--- config.mk ---
export PLATFORM = sky130hd
export DESIGN_NAME = id_stage
export DESIGN_NICKNAME = d
export VERILOG_FILES = /design/src/rtl/id_stage.sv
export SDC_FILE = /design/constraint.sdc
export NUM_CORES = 1
export LEC_CHECK = 0
export CAP_MARGIN = 10
export CORE_AREA = 2 2 146 148
export DETAILED_ROUTE_END_ITERATION = 8
export DIE_AREA = 0 0 148 150
export PLACE_DENSITY = 0.82
export SLEW_MARGIN = 10
export SYNTH_ARGS = -nofsm -noshare
export SYNTH_HDL_FRONTEND = slang
export SYNTH_SLANG_ARGS = --single-unit
--- constraint.sdc ---
create_clock -name clk -period 11.91 [get_ports clk]
set_input_delay 1.7865 -clock clk [delete_from_list [all_inputs] [get_ports clk]]
set_output_delay 1.7865 -clock clk [all_outputs]
set_load 0.005 [all_outputs]
--- src/rtl/id_stage.sv ---
// id_stage: MIPS-style instruction decode stage.
// Holds one instruction from IF, decodes register addresses, the extended
// immediate and the destination register, resolves branches/jumps and
// redirects IF, and counts cycles spent holding a valid instruction under stall.
// Ports:
//   clk, resetn                : clock, async active-low reset
//   stallD, es_allowin         : hazard stall, EXE back-pressure
//   fs_to_ds_valid/bus         : instruction {inst, pc} from IF
//   ds_allowin, br_bus         : handshake and {taken, target} redirect to IF
//   rf_raddr1/2, rf_rdata1/2   : register file read port (rs, rt)
//   ds_to_es_valid/bus         : decoded instruction to EXE
//   ds_stall_cnt               : saturating stall cycle counter
module id_stage (
    input  logic         clk,
    input  logic         resetn,
    input  logic         stallD,
    input  logic         es_allowin,
    input  logic         fs_to_ds_valid,
    input  logic [63:0]  fs_to_ds_bus,
    output logic         ds_allowin,
    output logic [32:0]  br_bus,
    output logic [4:0]   rf_raddr1,
    output logic [4:0]   rf_raddr2,
    input  logic [31:0]  rf_rdata1,
    input  logic [31:0]  rf_rdata2,
    output logic         ds_to_es_valid,
    output logic [164:0] ds_to_es_bus,
    output logic [31:0]  ds_stall_cnt
);

    localparam int unsigned XLEN      = 32;
    localparam int unsigned BR_BUS_WD = 32;
    localparam int unsigned FS_BUS_WD = 64;
    localparam int unsigned REG_AW    = 5;

    localparam logic [5:0] OP_SPECIAL = 6'b000000;
    localparam logic [5:0] OP_J       = 6'b000010;
    localparam logic [5:0] OP_JAL     = 6'b000011;
    localparam logic [5:0] OP_BEQ     = 6'b000100;
    localparam logic [5:0] OP_BNE     = 6'b000101;
    localparam logic [5:0] OP_ADDIU   = 6'b001001;
    localparam logic [5:0] OP_SLTI    = 6'b001010;
    localparam logic [5:0] OP_SLTIU   = 6'b001011;
    localparam logic [5:0] OP_ANDI    = 6'b001100;
    localparam logic [5:0] OP_ORI     = 6'b001101;
    localparam logic [5:0] OP_XORI    = 6'b001110;
    localparam logic [5:0] OP_LUI     = 6'b001111;
    localparam logic [5:0] OP_LW      = 6'b100011;
    localparam logic [5:0] FN_JR      = 6'b001000;

    logic                 ds_valid_q, ds_valid_d;
    logic [FS_BUS_WD-1:0] ds_bus_q, ds_bus_d;
    logic [XLEN-1:0]      stall_cnt_q, stall_cnt_d;

    logic              ds_ready_go;
    logic [XLEN-1:0]   inst, pc, pc_plus4, br_off;
    logic [5:0]        op, funct;
    logic [15:0]       imm16;
    logic [XLEN-1:0]   imm_ext;
    logic [REG_AW-1:0] dest;
    logic              br_cond;
    logic [XLEN-1:0]   br_target;
    logic              br_taken;

    assign inst  = ds_bus_q[63:32];
    assign pc    = ds_bus_q[31:0];
    assign op    = inst[31:26];
    assign funct = inst[5:0];
    assign imm16 = inst[15:0];

    // Pipeline handshake
    assign ds_ready_go    = ~stallD;
    assign ds_allowin     = !ds_valid_q || (ds_ready_go && es_allowin);
    assign ds_to_es_valid = ds_valid_q && ds_ready_go;

    assign rf_raddr1 = inst[25:21];
    assign rf_raddr2 = inst[20:16];

    assign pc_plus4 = pc + XLEN'(4);
    assign br_off   = {{14{imm16[15]}}, imm16, 2'b00};

    // Immediate extension and destination selection
    always_comb begin
        imm_ext = {{16{imm16[15]}}, imm16};
        dest    = '0;
        case (op)
            OP_LUI:                   imm_ext = {imm16, 16'h0000};
            OP_ANDI, OP_ORI, OP_XORI: imm_ext = {16'h0000, imm16};
            default:                  ;
        endcase
        case (op)
            OP_JAL:     dest = REG_AW'(31);
            OP_SPECIAL: dest = (funct == FN_JR) ? '0 : inst[15:11];
            OP_ADDIU, OP_SLTI, OP_SLTIU, OP_ANDI,
            OP_ORI, OP_XORI, OP_LUI, OP_LW:
                        dest = inst[20:16];
            default:    dest = '0;
        endcase
    end

    // Branch condition and target
    always_comb begin
        br_cond   = 1'b0;
        br_target = '0;
        case (op)
            OP_BEQ: begin
                br_cond   = (rf_rdata1 == rf_rdata2);
                br_target = pc_plus4 + br_off;
            end
            OP_BNE: begin
                br_cond   = (rf_rdata1 != rf_rdata2);
                br_target = pc_plus4 + br_off;
            end
            OP_J, OP_JAL: begin
                br_cond   = 1'b1;
                br_target = {pc_plus4[31:28], inst[25:0], 2'b00};
            end
            OP_SPECIAL: begin
                br_cond   = (funct == FN_JR);
                br_target = rf_rdata1;
            end
            default: ;
        endcase
    end

    // Redirect only when the branch actually leaves ID this cycle
    assign br_taken = ds_valid_q && ds_ready_go && es_allowin && br_cond;
    assign br_bus   = {br_taken, br_taken ? br_target : BR_BUS_WD'(0)};

    assign ds_to_es_bus = {dest, imm_ext, rf_rdata2, rf_rdata1, inst, pc};
    assign ds_stall_cnt = stall_cnt_q;

    // Next-state for the ID latch and the saturating stall counter
    always_comb begin
        ds_valid_d  = ds_valid_q;
        ds_bus_d    = ds_bus_q;
        stall_cnt_d = stall_cnt_q;
        if (ds_allowin) begin
            ds_valid_d = fs_to_ds_valid;
            if (fs_to_ds_valid) begin
                ds_bus_d = fs_to_ds_bus;
            end
        end
        if (ds_valid_q && stallD && (stall_cnt_q != '1)) begin
            stall_cnt_d = stall_cnt_q + XLEN'(1);
        end
    end

    always_ff @(posedge clk or negedge resetn) begin
        if (!resetn) begin
            ds_valid_q  <= 1'b0;
            ds_bus_q    <= '0;
            stall_cnt_q <= '0;
        end else begin
            ds_valid_q  <= ds_valid_d;
            ds_bus_q    <= ds_bus_d;
            stall_cnt_q <= stall_cnt_d;
        end
    end

endmodule

==> metrics <==
vias=7466; Syn Std Cell Area=7670 um^2; CTS H-tree depth=3; syn avg cell area=9.44 um^2; maxcap violations=0; CP cell instances=clkdlybuf4s50_1, xor2_1, nor4_1, nand4_1, nor2_1, xnor2_1, nor2_1, a21oi_4, nor2_1, clkdlybuf4s50_1; Placed Cells=1360; Crit path buffers/inverters=2; period utilisation layout=60.5%; Critical Path Slowest Stage Cell=nor4_1; Routed WL per cell=21.9 um; die height=150 um; CTS tree=built; FFs w/ async S/R, synth=100%; Synth area leaders=dfrtp_1 (32%), mux2_2 (9.3%), buf_4 (7.3%); Worst slew margin=23.8%; Worst Tran Pin Value=1.14 ns; gr usage total=26.4%; Die X-Extent=148 um; Pins Over Slew Limit=0; Post-synth EDFFs=0; drt initial violations=522; CTS resizes=0; non-filler cells, final=1381; layout cells sized above 1=9.45%; Seq/Total Area, Yosys=31.7%; hold buffer count at cts=0; final worst slack=4.70 ns; Port Buffers=374; Critical R2R Capture=ds_stall_cnt[27]; share of the synthesized area in the top cell type=31.7%; critical path class=input pin to output pin; ANT nets after route=0; clock root buffer master=clkbuf_16; final hold violations=0; Worst-path clk slew=0.08 ns; Tot Pwr=1.62 mW; CP top delay family=simple AND/OR/NAND/NOR gates; Max Buffers Root-to-Sink=2; Hold Path Sink=ds_stall_cnt[16]; final WL=30300 um; area used by multi-input combinational logic=4540 um^2; clock sinks=97; crit path DAT=5.42 ns; Main synth FF type=dfrtp_1; Worst path most repeated cell=nor2_1; cts bufs inserted=9; Total Die Area=22200 um^2; clk_lat worst skew=0.37 ns; VDD IR max=0.000110 V; status=finished, final reports clean; post-synthesis register bit count=97; Hold Path Class=register to register; Synthesis Warnings=0; DRT Pass-1 Iters=8; Synth top cells by count=dfrtp_1 (97), buf_4 (75), mux2_2 (63); first-pass GRT wire length=44500 um; largest net degree at the start of global routing=67; Place WS=4.73 ns; min Tclk post-route=7.21 ns; Initial Utilization=37.1%; GPL Wtd Cong=0.909; Critical Path RT=10.12 ns; Critical R2R Launch=ds_stall_cnt[7]; DP Wirelength=24100 um; Max stage delay on crit path=0.87 ns; Fill cells=1854; Synth area leader=dfrtp_1; clock skew=0.0130 ns; total core area=20700 um^2; drt drc=0; element type at the critical path start=input pin; fmax=139 MHz; worst reg2reg setup slack=9.35 ns; Overflow after GRT=0; most common cell in the netlist=dfrtp_1; hold depth=1; min-delay src=ds_stall_cnt[16]; Final TNS setup=0 ns; Cells after Synth=812; vias per inst=5.41; antenna violations before repair=6; P per Cell Area=142 nW/um^2; Distinct cells, synth=61; row count=53; worst reg2reg path depth=9; final setup violating endpoints=0; CP Capture Type=output pin; IO Pins=375; Setup Buffers After CTS=0; syn_nets=982; Final #Nets=1266; CP max FO=33; LEAKAGE=4.58 nW; area grow syn2layout=49.2%; vias in the first global route=7320; RSZ-0062 raised after global routing=false; area occupied by registers=2430 um^2
[per-layer routing]
layer / global-route usage [%] / up-vias / wire [um]
li1: - / 3435 / -
met1: 32.7 / 3628 / 12100
met2: 42.8 / 343 / 14000
met3: 8.96 / 58 / 3100
met4: 9.90 / 2 / 1010
met5: 0 / - / 16
[power by group]
part           switching, mW  internal [mW]
registers              0.111          0.383
clock network          0.155          0.148
logic                  0.376          0.449
total                  0.641          0.980
[metrics by stage]
stage                     area, um^2  utilization [%]  hold slack, ns
after global routing           11400             55.3           0.527
after CTS                      11400             55.3           0.497
final                          11400             55.3           0.496
after global placement         11100             53.8           0.476
after floorplan                 7670                -           0.477
after detailed placement       11100             53.8           0.486
[sequential cells by signal, indices dropped and copies added (netlist names)]
signal        flops
ds_valid_q        1
ds_stall_cnt     32
ds_bus_q         64
[layout by cell type (no fill, tap or decap), drive strengths merged, types with 4 or more instances in the layout]
cell           count
clkdlybuf4s50    373
dfrtp             97
mux2              63
xnor2             60
nor2              59
xor2              58
nand2             52
ha                36
a21oi             31
a21o              28
a222oi            27
nor2b             25
nand4             22
nand3             22
o21ai             18
inv               15
and3              13
nor4              11
nor3              10
clkbuf             9
and4               7
and2               7
buf                6
diode              5
a221o              5
nand2b             5
a211oi             4
a22oi              4
[worst max-delay path by stage]
stage,from,to,depth (start not counted)
finish,rf_rdata1[21],br_bus[10],10
global route,rf_rdata1[21],br_bus[10],10
CTS,rf_rdata1[21],br_bus[10],10
detailed placement,rf_rdata1[21],br_bus[10],10
global placement,rf_rdata1[21],br_bus[10],10
floorplan,rf_rdata2[31],br_bus[32],10
[kinds of logic after synthesis]
| group | synth area share [%] |
|---|---|
| AO/OA/AOI/OAI | 13.8 |
| XOR/XNOR | 13.5 |
| adder cells (fa/ha/maj) | 6.13 |
| buffers and inverters | 9.46 |
| flip-flops | 31.7 |
| multiplexers | 9.25 |
| AND/OR/NAND/NOR | 16.2 |
[cell type report]
type,instances,share of cell area [%]
clock inverter,7,0.634
tap,275,3.01
sequential,97,21.2
timing repair buffer,379,33.0
multi-input combinational,597,39.7
antenna,5,0.109
clock buffer,9,1.97
inverter,12,0.394
(Power assumes the default switching activity.)
